File: src/rtl/platform_scheduler.sv
// Per-frame platform table sequencer: init placement, scroll, respawn via LFSR.
// Slots are updated one per cycle into a shadow table, then committed atomically.
module platform_scheduler #(
    parameter int unsigned H           = 480,
    parameter int unsigned X_MIN       = 140,
    parameter int unsigned X_MAX       = 499,
    parameter int unsigned PLAT_W      = 60,
    parameter int unsigned SCROLL_LINE = 200,
    parameter int unsigned MAX_SCROLL  = 8,
    parameter int unsigned INIT_STATE  = 0,
    parameter int unsigned PLAY_STATE  = 1
) (
    input  logic        Clk,
    input  logic        Reset_n,
    input  logic [1:0]  frame_clk_edge,
    input  logic [7:0]  state,
    input  logic [9:0]  player_y,
    output logic [9:0]  Platform_X_out [0:7],
    output logic [9:0]  Platform_Y_out [0:7],
    output logic [15:0] score,
    output logic        busy,
    output logic        overrun
);

    localparam logic [10:0] H_L     = 11'(H);
    localparam logic [9:0]  X_MIN_L = 10'(X_MIN);
    localparam logic [8:0]  SPAN_L  = 9'(X_MAX - PLAT_W - X_MIN + 1);
    localparam logic [9:0]  LINE_L  = 10'(SCROLL_LINE);
    localparam logic [9:0]  MAXS_L  = 10'(MAX_SCROLL);
    localparam logic [7:0]  INIT_L  = 8'(INIT_STATE);
    localparam logic [7:0]  PLAY_L  = 8'(PLAY_STATE);

    typedef enum logic [1:0] {S_IDLE, S_INIT, S_SCAN, S_COMMIT} fsm_t;

    fsm_t        fsm;
    logic [2:0]  idx;
    logic [9:0]  scroll;
    logic [15:0] lfsr;
    logic        init_armed;
    logic        init_pass;
    logic [9:0]  sh_x [0:7];
    logic [9:0]  sh_y [0:7];

    logic        fb;
    logic [15:0] lfsr_adv;
    logic [8:0]  off;
    logic [9:0]  respawn_x;
    logic [9:0]  init_x;
    logic [9:0]  init_y;
    logic [10:0] sum_y;
    logic [9:0]  scroll_diff;
    logic [9:0]  scroll_calc;
    logic [16:0] score_sum;
    logic        frame_edge;

    always_comb begin
        fb        = lfsr[15] ^ lfsr[13] ^ lfsr[12] ^ lfsr[10];
        lfsr_adv  = {lfsr[14:0], fb};
        // Single conditional subtract folds the 9-bit value into the legal span.
        off       = lfsr_adv[8:0];
        if (off >= SPAN_L)
            off = off - SPAN_L;
        respawn_x = X_MIN_L + {1'b0, off};
        init_x    = X_MIN_L + 10'(idx) * 10'd40;
        init_y    = 10'(idx) * 10'd60;
        sum_y     = {1'b0, sh_y[idx]} + {1'b0, scroll};
        scroll_diff = LINE_L - player_y;
        scroll_calc = '0;
        if (player_y < LINE_L)
            scroll_calc = (scroll_diff > MAXS_L) ? MAXS_L : scroll_diff;
        score_sum  = {1'b0, score} + {7'b0, scroll};
        frame_edge = (frame_clk_edge == 2'b01);
    end

    always_ff @(posedge Clk or negedge Reset_n) begin
        if (!Reset_n) begin
            fsm        <= S_IDLE;
            idx        <= '0;
            scroll     <= '0;
            lfsr       <= 16'hACE1;
            init_armed <= 1'b1;
            init_pass  <= 1'b0;
            score      <= '0;
            busy       <= 1'b0;
            overrun    <= 1'b0;
            for (int unsigned i = 0; i < 8; i++) begin
                sh_x[i]           <= '0;
                sh_y[i]           <= '0;
                Platform_X_out[i] <= '0;
                Platform_Y_out[i] <= '0;
            end
        end else begin
            if (state != INIT_L)
                init_armed <= 1'b1;
            if (fsm != S_IDLE && frame_edge)
                overrun <= 1'b1;

            case (fsm)
                S_IDLE: begin
                    if (state == INIT_L && init_armed) begin
                        fsm       <= S_INIT;
                        idx       <= '0;
                        init_pass <= 1'b1;
                        busy      <= 1'b1;
                    end else if (frame_edge && state == PLAY_L) begin
                        scroll    <= scroll_calc;
                        fsm       <= S_SCAN;
                        idx       <= '0;
                        init_pass <= 1'b0;
                        busy      <= 1'b1;
                    end
                end
                S_INIT: begin
                    sh_x[idx] <= init_x;
                    sh_y[idx] <= init_y;
                    idx       <= idx + 3'd1;
                    if (idx == 3'd7) begin
                        fsm        <= S_COMMIT;
                        init_armed <= 1'b0;
                    end
                end
                S_SCAN: begin
                    if (sum_y >= H_L) begin
                        sh_y[idx] <= 10'(sum_y - H_L);
                        sh_x[idx] <= respawn_x;
                        lfsr      <= lfsr_adv;
                    end else begin
                        sh_y[idx] <= sum_y[9:0];
                    end
                    idx <= idx + 3'd1;
                    if (idx == 3'd7)
                        fsm <= S_COMMIT;
                end
                S_COMMIT: begin
                    for (int unsigned i = 0; i < 8; i++) begin
                        Platform_X_out[i] <= sh_x[i];
                        Platform_Y_out[i] <= sh_y[i];
                    end
                    if (init_pass)
                        score <= '0;
                    else
                        score <= score_sum[16] ? 16'hFFFF : score_sum[15:0];
                    fsm  <= S_IDLE;
                    busy <= 1'b0;
                end
                default: fsm <= S_IDLE;
            endcase
        end
    end

endmodule

File: config.mk
export PLATFORM = sky130hd
export DESIGN_NAME = platform_scheduler
export DESIGN_NICKNAME = d
export VERILOG_FILES = /design/src/rtl/platform_scheduler.sv
export SDC_FILE = /design/constraint.sdc
export NUM_CORES = 1
export LEC_CHECK = 0
export CAP_MARGIN = 20
export CORE_AREA = 4 4 173 175
export DETAILED_ROUTE_END_ITERATION = 8
export DIE_AREA = 0 0 177 179
export PLACE_DENSITY = 0.89
export SYNTH_ARGS = -nofsm -noshare
export SYNTH_HDL_FRONTEND = slang
export SYNTH_SLANG_ARGS = --single-unit
File: constraint.sdc
create_clock -name Clk -period 9.4 [get_ports Clk]
set_clock_uncertainty 0.15 [all_clocks]
set_input_delay 1.88 -clock Clk [delete_from_list [all_inputs] [get_ports Clk]]
set_output_delay 1.88 -clock Clk [all_outputs]
set_load 0.03 [all_outputs]
==> results.md, run 1 <==
- IO Pins: 200
- Sw frac: 37.4%
- Pwr Density: 295 mW/mm2
- Met2 Use GR: 44.7%
- Ant diodes: 0
- Avg Inst Size Synth: 12.7 um2
- Asr flop ratio synth: 100%
- Core area: 0.0285 mm2
- Post-synth EDFFs: 0
- Vias per cell: 6.07
- Die H: 179 um
- Synth Net Count: 1422
- Critical Path Source Type: flip-flop
- Final design utilization: 72.9%
- GPL Wtd Cong: 0.867
- Mapped Area: 0.0172 mm2
- Final Hold Fails: 0
- Status: finished, final reports clean
- WP data required: 9620 ps
- CTS buffer count: 38
- DP HPWL: 28200 um
- # DRC: 0
- H-tree levels: 2
- TritonCTS clock tree: yes
- Root buffer cell: clkbuf_16
- Fillers: 1772
- CP Data Arrival Time: 5450 ps
- FMAX: 191 MHz
- Number of synthesized register bits: 371
- I/O Buffers: 199
- Final period utilization: 55.7%
- Clock Power Share: 25.0%
- Yosys warnings: 0
- CTS Buffer Depth: 3
- Initial core utilization: 60.4%
- Critical path fanouts, max: 42
- Max-cap viol count: 0
- First-pass GRT wire length: 67000 um
- Worst min-delay path category: flip-flop to flip-flop
- Synth top area cells: dfrtp_1 53%, mux2_2 14%, mux2_4 3.5%, ha_1 3.1%, nand2_1 2.9%
- RSZ-0062 raised after global routing: no
- Leak: 9.45 nW
- Ys flop type: dfrtp_1
- 1st-iter DRT viols: 933
- Post-layout worst setup margin: 4160 ps
- Final Max Tran Viols: 0
- Post-CTS Repair Setup Buffers: 0
- Minimum clock period: 5240 ps
- DR pass1 iterations: 5
- Final wirelength: 42200 um
- Layout area overhead: 20.7%
- Final non-filler cell total: 1948
- Endpoints failing setup: 0
- Int Power: 3.83 mW
- DIE WIDTH: 177 um
- Worst R2R Start: idx[0]$_DFFE_PN0P_
- Post-synth top area cell: dfrtp_1
- Minimum hold slack: 306 ps
- CP endpoint kind: flip-flop
- Net Switching: 2.29 mW
- Layout cells sized above 1: 24.5%
- Num rows: 62
- Gate Count Post-Synth: 1353
- Worst slack, placed: 4250 ps
- DRT antenna net count: 0
- Busiest layer in global routing: met2
- Commonest non-fill, non-tap cell in the layout: dfrtp_1
- Gr usage total: 26.6%
- Inst Count DP: 1879
- Grt met3 use: 5.29%
- Nets@finish: 1606
- WHS Path Cells: 1
- Critical path class: flip-flop to flip-flop
- Max_slew headroom: 30.0%
- Worst R2R Path Depth: 16
- CP startpoint: idx[0]$_DFFE_PN0P_
- # clock sinks: 371
- Synth cell types: 79
- Yosys top cell area share: 52.7%
- Met1 Track Usage GR: 35.1%
- Sequential power share: 36.9%
- Initial antenna violation count: 0
- Post-CTS Resized: 0
- Number of global-route vias before repair: 12200
- Die area: 0.0317 mm2
- Maximum vdd drop: 210 uV
- Hold-fix buffers at CTS: 0
- WL/cell: 21.7 um
- Pin count of the biggest net entering global routing: 174
- Global route total overflow: 0
- Tightest Pin Transition: 1050 ps
- Setup TNS: 0 ps
- Clk slew on worst S/H paths: 60 ps
- Seq/Total Area, Yosys: 54.0%
- Most frequent cells in the layout: 361 x dfrtp_1, 216 x mux2_2, 198 x clkdlybuf4s50_1
- Worst Hold Launch: overrun$_DFFE_PN0P_
- Vias: 11800
- Combinational group share of total power: 38.1%
- Worst-Skew Late Latency: 530 ps
-- logic make-up (layout without fill, tap and decap cells) --
group	after synthesis	in the layout	synth area share [%]
adder cells (fa/ha/maj)	47	47	3.64
AO/OA/AOI/OAI	237	237	9.05
multiplexers	288	288	21.0
XOR/XNOR	33	33	1.72
AND/OR/NAND/NOR	285	285	8.24
flip-flops	371	371	54.0
buffers and inverters	92	303	2.29
-- worst paths after layout --
check                           slack (ps)                              to
worst max-delay path                  4160            sh_y[37]$_DFFE_PN0P_
worst min-delay path                   310             overrun$_DFFE_PN0P_
worst max register to register        4160            sh_y[37]$_DFFE_PN0P_
worst min register to register         310             overrun$_DFFE_PN0P_
max in group asynchronous             6410  Platform_Y_out[44]$_DFFE_PN0P_
min in group asynchronous             1280            sh_x[62]$_DFFE_PN0P_
-- power by group through the flow --
stage          logic, mW  clock network (mW)  registers [mW]
2_1_floorplan       1.18                   0            2.52
3_3_place_gp        2.22                   0            2.24
3_5_place_dp        2.30                   0            2.26
4_1_cts             2.33                1.55            2.25
5_1_grt             2.49                1.61            2.29
6_report            2.33                1.53            2.26
-- worst max-delay path: stages, from the launching register on --
cell and delay [ps]:
dfrtp_2 340, buf_4 520, mux4_2 590, nand2_1 140, nand2_1 90, ha_1 230
inv_1 90, fa_1 200, nand2b_1 140, a21o_1 210, nor3b_1 450, nor3_1 160
ha_1 300, a211oi_2 460, nor4_1 140, a211oi_2 640, o21ai_0 230
-- synth_stat cells, types with 18 or more instances --
master      n
nand2_1   131
clkbuf_1   53
ha_1       42
nor2_1     44
inv_1      26
a21oi_1    47
mux4_2     20
mux2_4     40
mux2_2    216
xnor2_1    20
nand3_1    18
dfrtp_1   362
o21ai_0    91
-- per-layer routing --
metal  vias to the layer above  wire (um)  part of all wire (%)
li1                       5234          -                     -
met1                      5962      16600                    39
met2                       521      21100                    50
met3                       104       3080                   7.3
met4                         0       1360                   3.2
met5                         -          0                     0
-- state kept, by name, indices dropped and copies added (netlist names) --
register,cells
scroll,10
init_pass,1
lfsr,16
idx,3
fsm,2
sh_y,80
busy,1
sh_x,80
score,16
overrun,1
init_armed,1
Platform_X_out,80
Platform_Y_out,80
-- area by class of cell --
| type | count | area [um2] | area share [%] |
|---|---|---|---|
| Clock inverter | 12 | 168 | 0.807 |
| Tap cell | 384 | 480 | 2.31 |
| Timing Repair Buffer | 208 | 2100 | 10.1 |
| Multi-Input combinational cell | 890 | 7520 | 36.2 |
| Sequential cell | 371 | 9300 | 44.8 |
| Clock buffer | 55 | 1100 | 5.28 |
| Inverter | 28 | 105 | 0.506 |
-- stage by stage --
stage	total power [mW]	instance area (um2)
2_1_floorplan	3.71	17200
3_3_place_gp	4.46	19500
3_5_place_dp	4.56	19500
4_1_cts	6.13	20700
5_1_grt	6.39	20800
6_report	6.12	20800
(Power assumes the default switching activity.)
==> run 2: changes to the inputs <==
--- a/config.mk
+++ b/config.mk
@@ -6,10 +6,10 @@
 export NUM_CORES = 1
 export LEC_CHECK = 0
 export CAP_MARGIN = 20
-export CORE_AREA = 4 4 173 175
+export CORE_AREA = 4 4 189 191
 export DETAILED_ROUTE_END_ITERATION = 8
-export DIE_AREA = 0 0 177 179
-export PLACE_DENSITY = 0.89
+export DIE_AREA = 0 0 193 195
+export PLACE_DENSITY = 0.8
 export SYNTH_ARGS = -nofsm -noshare
 export SYNTH_HDL_FRONTEND = slang
 export SYNTH_SLANG_ARGS = --single-unit
==> constraint.sdc (replaced) <==
create_clock -name Clk -period 4.8 [get_ports Clk]
set_clock_uncertainty 0.15 [all_clocks]
set_input_delay 0.96 -clock Clk [delete_from_list [all_inputs] [get_ports Clk]]
set_output_delay 0.96 -clock Clk [all_outputs]
set_load 0.03 [all_outputs]
==> run 2 against run 1 <==
Compared with the run above:
- sequential power up 96%
- register-to-register slack worse by 4000 ps
- maximum frequency up 13%
- critical path depth unchanged
- die area up 19%
- worst setup slack worse by 4000 ps
- largest power group unchanged
- count of clock-buffer cells in the layout unchanged
- highest routed layer unchanged
- sequential cell count unchanged
==> results.md, run 2 (same netlist as run 1, synthesis figures left out) <==
- Final wirelength: 41400 um (-1.9%)
- Critical path fanouts, max: 10 (-76%)
- WL/cell: 20.3 um (-6.4%)
- CP Data Arrival Time: 4880 ps (-570 ps)
- Minimum clock period: 4620 ps (-619 ps)
- CP endpoint kind: flip-flop
- Die area: 0.0376 mm2 (+19%)
- Tightest Pin Transition: 1070 ps (+20.5 ps)
- Clk slew on worst S/H paths: 70 ps (about the same)
- TritonCTS clock tree: yes
- 1st-iter DRT viols: 742 (-20%)
- Pwr Density: 577 mW/mm2 (+96%)
- Critical Path Source Type: flip-flop
- Number of global-route vias before repair: 12000 (-1.9%)
- Seq. cell area: 0.00930 mm2 (about the same)
- I/O Buffers: 199 (unchanged)
- FMAX: 217 MHz (+13%)
- Critical path class: flip-flop to flip-flop
- Worst Hold Launch: overrun$_DFFE_PN0P_
- Final design utilization: 61.9% (-11 points)
- Layout area overhead: 22.8%
- Root buffer cell: clkbuf_16
- # clock sinks: 371 (unchanged)
- Vias: 11600 (-2.0%)
- Die H: 195 um (+8.9%)
- Status: finished, final reports clean
- First-pass GRT wire length: 66300 um (-1.1%)
- Vias per cell: 5.68 (-6.5%)
- Post-layout worst setup margin: 184 ps (-3980 ps)
- Maximum vdd drop: 363 uV (+73%)
- Max-cap viol count: 0 (unchanged)
- Final Max Tran Viols: 0 (unchanged)
- CTS buffer count: 40 (+5.3%)
- DR pass1 iterations: 5 (unchanged)
- H-tree levels: 2 (unchanged)
- Hold-fix buffers at CTS: 0 (unchanged)
- Worst R2R Start: idx[0]$_DFFE_PN0P_
- DIE WIDTH: 193 um (+9.0%)
- Commonest non-fill, non-tap cell in the layout: dfrtp_1
- WP data required: 5070 ps (-4550 ps)
- Worst slack, placed: -14.8 ps (-4260 ps)
- CP peak stage delay: 570 ps (-70 ps)
- Ant diodes: 0 (unchanged)
- Layout cells sized above 1: 26.2% (+1.7 points)
- Fillers: 2573 (+45%)
- Max_slew headroom: 28.8% (-1.2 points)
- Initial antenna violation count: 0 (unchanged)
- Most frequent cells in the layout: 361 x dfrtp_1, 216 x mux2_2, 198 x clkdlybuf4s50_1
- CTS Buffer Depth: 3 (unchanged)
- Nets@finish: 1625 (+1.2%)
- Initial core utilization: 50.4% (-10 points)
- Final period utilization: 96.2% (+40 points)
- Worst min-delay path category: flip-flop to flip-flop
- Global route total overflow: 0 (unchanged)
- GPL Wtd Cong: 0.885 (+2.1%)
- IO Pins: 200 (unchanged)
- Leak: 9.61 nW (+1.7%)
- Final Hold Fails: 0 (unchanged)
- Core area: 0.0341 mm2 (+20%)
- Pin count of the biggest net entering global routing: 112 (-36%)
- Endpoints failing setup: 0 (unchanged)
- Multi-input gate area: 0.00756 mm2 (+0.52%)
- Num rows: 68 (+9.7%)
- DP HPWL: 28600 um (+1.5%)
- CP startpoint: idx[0]$_DFFE_PN0P_
- # DRC: 0 (unchanged)
- Slowest CP cell: dfrtp_4
- Gr usage total: 21.9% (-4.6 points)
- DRT antenna net count: 0 (unchanged)
- Worst path cell trace: mux4_2, nand2_1, nand2_1, ha_1, inv_1, fa_1, nand2b_1, a21o_1, a21oi_1, nor3_1, ha_1, a211oi_2, o211ai_4, buf_4, nand4_4, mux2_2
- Worst-Skew Late Latency: 550 ps (+20 ps)
[run 2: changes by cell type in the layout (fill, tap and decap cells not counted), sizes merged]
cell / previous run / this run
inv: 27 / 30
clkinv: 9 / 11
buf: 10 / 27
clkinvlp: 1 / 2
[run 2: area by class of cell]
type	instances	share of cell area, %
clock inverters	18	0.995
flip-flops and latches	371	44.0
repair buffers	225	10.5
clock buffers	55	5.49
well taps	455	2.70
inverters	28	0.498
multi-input cells	890	35.8
[run 2: timing repair]
action                     in CTS  in global routing
setup endpoints to repair       8                121
gates resized for setup         1                  9
buffers inserted                0                  3
pin swaps                       0                  2
hold endpoints to repair        0                  0
[run 2: stage by stage]
stage | std cells | TNS (ps) | power (mW) | cell area (um2) | hold slack, ps
5_1_grt | 2042 | -97.4 | 12.8 | 21100 | 338
4_1_cts | 2039 | 0 | 12.2 | 21100 | 306
2_1_floorplan | 1353 | 0 | 7.26 | 17200 | 304
6_report | 2042 | 0 | 12.2 | 21100 | 303
3_3_place_gp | 1966 | 0 | 8.86 | 19700 | 291
3_5_place_dp | 1966 | -17.9 | 8.99 | 19700 | 294
[run 2: layer usage]
layer / share of wire (%) / vias to the layer above / global-route usage [%] / wire length (um)
li1: - / 5268 / - / -
met1: 43 / 5825 / 30.3 / 17600
met2: 48 / 415 / 36.1 / 20000
met3: 6.9 / 82 / 4.52 / 2870
met4: 2.1 / 0 / 4.98 / 881
met5: 0 / - / 0 / 0
[run 2: where the power goes]
group          switching, mW  leakage [nW]  total [mW]  internal, mW
clock network           1.28         0.678        3.16          1.88
logic                   2.64          4.00        4.60          1.95
registers              0.571          4.93        4.42          3.85
[run 2: worst max-delay path: cells and delay by family, from the launching register on]
kind / cells / cell delay [ps]
adder cells (fa/ha/maj): 3 / 880
flip-flops: 1 / 570
AND/OR/NAND/NOR: 5 / 630
buffers and inverters: 2 / 280
AO/OA/AOI/OAI: 4 / 1210
multiplexers: 2 / 740
[run 2: final timing paths]
path	end	slack, ps	cells past startpoint
min reg2reg	overrun$_DFFE_PN0P_	300	1
min	overrun$_DFFE_PN0P_	300	1
max reg2reg	sh_x[14]$_DFFE_PN0P_	180	16
min in group asynchronous	Platform_X_out[70]$_DFFE_PN0P_	330	1
max in group asynchronous	scroll[4]$_DFFE_PN0P_	2980	2
max	sh_x[14]$_DFFE_PN0P_	180	16
==> run 3: changes to the inputs <==
--- a/config.mk
+++ b/config.mk
@@ -5,11 +5,11 @@
 export SDC_FILE = /design/constraint.sdc
 export NUM_CORES = 1
 export LEC_CHECK = 0
-export CAP_MARGIN = 20
+export CAP_MARGIN = 5
 export CORE_AREA = 4 4 189 191
 export DETAILED_ROUTE_END_ITERATION = 8
 export DIE_AREA = 0 0 193 195
-export PLACE_DENSITY = 0.8
+export PLACE_DENSITY = 0.84
 export SYNTH_ARGS = -nofsm -noshare
 export SYNTH_HDL_FRONTEND = slang
 export SYNTH_SLANG_ARGS = --single-unit
==> run 3 against run 2 <==
Compared with the run above:
- sequential cell count stayed put
- die area stayed put
- combinational power hardly changed
- clock power is 1% higher
- critical path type unchanged
- highest routed layer unchanged
==> results.md, run 3 (same netlist as run 1, synthesis figures left out) <==
- Multi-input gate area: 0.00755 mm2 (-0.18%)
- DP HPWL: 28600 um (-0.16%)
- DRT antenna net count: 0 (unchanged)
- Pwr Density: 581 mW/mm2 (+0.69%)
- Hold-fix buffers at CTS: 0 (unchanged)
- Num rows: 68 (unchanged)
- Tightest Pin Transition: 1080 ps (+13.5 ps)
- First-pass GRT wire length: 66300 um (unchanged)
- Setup slack, reg-to-reg: 160 ps (-30 ps)
- Max_slew headroom: 27.4% (-1.4 points)
- Maximum vdd drop: 461 uV (+27%)
- IO Pins: 200 (unchanged)
- Initial antenna violation count: 0 (unchanged)
- Crit Reg-Reg Endpoint: sh_y[79]$_DFFE_PN0P_
- CP endpoint kind: flip-flop
- Vias per cell: 5.79 (+2.0%)
- Core area: 0.0341 mm2 (unchanged)
- Most frequent cells in the layout: 360 x dfrtp_1, 216 x mux2_2, 198 x clkdlybuf4s50_1
- Fillers: 2489 (-3.3%)
- Die H: 195 um (unchanged)
- CP Data Arrival Time: 4920 ps (+40 ps)
- Pwr Total: 12.2 mW (+0.51%)
- CTS buffer count: 37 (-7.5%)
- Minimum clock period: 4640 ps (+25.4 ps)
- Endpoints failing setup: 0 (unchanged)
- Critical Path Source Type: flip-flop
- TritonCTS clock tree: yes
- # DRC: 0 (unchanged)
- I/O Buffers: 199 (unchanged)
- WL/cell: 20.7 um (+2.0%)
- 1st-iter DRT viols: 897 (+21%)
- Worst min-delay path category: input port to async pin
- Leak: 9.58 nW (-0.27%)
- CTS Buffer Depth: 3 (unchanged)
- Status: finished, final reports clean
- FMAX: 215 MHz (-0.55%)
- Layout area overhead: 22.6%
- Vias: 11700 (+1.2%)
- Worst R2R Start: idx[0]$_DFFE_PN0P_
- Final Hold Fails: 0 (unchanged)
- Clk slew on worst S/H paths: 60 ps (about the same)
- Die area: 0.0376 mm2 (unchanged)
- DR pass1 iterations: 7 (+2)
- Post-layout worst setup margin: 159 ps (-25.4 ps)
- Commonest non-fill, non-tap cell in the layout: dfrtp_1
- Sequential power share: 36.2% (about the same)
- Max-cap viol count: 0 (unchanged)
- Final Max Tran Viols: 0 (unchanged)
- WL met3: 2740 um (-4.4%)
- GPL Wtd Cong: 0.897 (+1.4%)
- H-tree levels: 2 (unchanged)
- Sw frac: 36.5% (-0.47 points)
- DIE WIDTH: 193 um (unchanged)
- Nets@finish: 1614 (-0.68%)
- Clock Power Share: 26.1% (+0.2 points)
- Final period utilization: 96.7% (+0.53 points)
- Layout cells sized above 1: 25.5% (-0.70 points)
- Combinational group share of total power: 37.7% (about the same)
- WP data required: 5080 ps (about the same)
- # clock sinks: 371 (unchanged)
- Net Switching: 4.46 mW (-0.76%)
- Ant diodes: 0 (unchanged)
- DRT met1 WL: 17600 um (-0.18%)
- Seq. cell area: 0.00930 mm2 (about the same)
- Critical path fanouts, max: 12 (+2)
- Root buffer cell: clkbuf_16
- Worst R2R Path Depth: 13 (-3)
- Final wirelength: 41900 um (+1.3%)
- Int Power: 7.78 mW (+1.3%)
- Critical path class: flip-flop to flip-flop
- Worst-Skew Late Latency: 530 ps (-20 ps)
- Met2 WL: 20500 um (+2.4%)
- Pin count of the biggest net entering global routing: 160 (+43%)
- Gr usage total: 22.0% (+0.12 points)
- Top Metal Used: met4
- Worst slack, placed: 83.0 ps (+97.8 ps)
- Global route total overflow: 0 (unchanged)
- Number of global-route vias before repair: 12000 (+0.64%)
- Initial core utilization: 50.4% (unchanged)
[run 3: final cells by class]
| type | count | area share, % |
|---|---|---|
| tap | 455 | 2.70 |
| multi-input combinational | 890 | 35.8 |
| sequential | 371 | 44.1 |
| inverter | 28 | 0.499 |
| clock inverter | 16 | 1.34 |
| timing repair buffer | 217 | 10.4 |
| clock buffer | 50 | 5.15 |
[run 3: worst max-delay path by stage]
stage / startpoint / to / slack [ps] / cells after the start
floorplan: idx[0]$_DFFE_PN0P_ / lfsr[12]$_DFFE_PN0P_ / 30 / 18
global placement: idx[0]$_DFFE_PN0P_ / sh_x[22]$_DFFE_PN0P_ / 190 / 13
detailed placement: idx[0]$_DFFE_PN0P_ / sh_y[26]$_DFFE_PN0P_ / 80 / 15
CTS: idx[0]$_DFFE_PN0P_ / sh_y[46]$_DFFE_PN0P_ / 3 / 15
global route: idx[0]$_DFFE_PN0P_ / sh_y[69]$_DFFE_PN0P_ / -100 / 13
finish: idx[0]$_DFFE_PN0P_ / sh_y[79]$_DFFE_PN0P_ / 160 / 13
[run 3: repair_timing]
action | CTS | global route
resized for setup | 0 | 7
setup buffers | 0 | 2
setup endpoints to repair | 0 | 121
[run 3: per-stage QoR]
step                hold slack [ps]  TNS (ps)  cells  area, um2  util [%]
floorplan                       304         0   1353      17200         -
finish                          318         0   2027      21100      61.8
CTS                             324         0   2025      21000      61.6
detailed placement              311         0   1959      19700      57.6
global route                    336      -535   2027      21100      61.8
global placement                289         0   1959      19700      57.6
[run 3: per-layer routing]
metal / GRT usage, % / vias to the layer above
li1: - / 5264
met5: 0 / -
met3: 4.06 / 78
met1: 30.1 / 5952
met4: 5.30 / 0
met2: 36.9 / 440
[run 3: power by group through the flow]
stage	registers (mW)	clock network, mW	logic (mW)
global placement	4.41	0	4.41
global route	4.50	3.38	4.92
CTS	4.42	3.24	4.58
floorplan	4.94	0	2.32
detailed placement	4.46	0	4.53
finish	4.43	3.20	4.61
[run 3: worst max-delay path, stage by stage (launching register included)]
cell and delay, ps:
dfrtp_4 580, buf_4 280, mux4_2 520, nand2_1 90, nand2_1 90, ha_1 340
o21ai_1 360, nor3_1 110, a311oi_2 240, o311ai_1 220, a22o_1 280, a2111oi_0 680
o21ai_1 350, o21ai_0 250
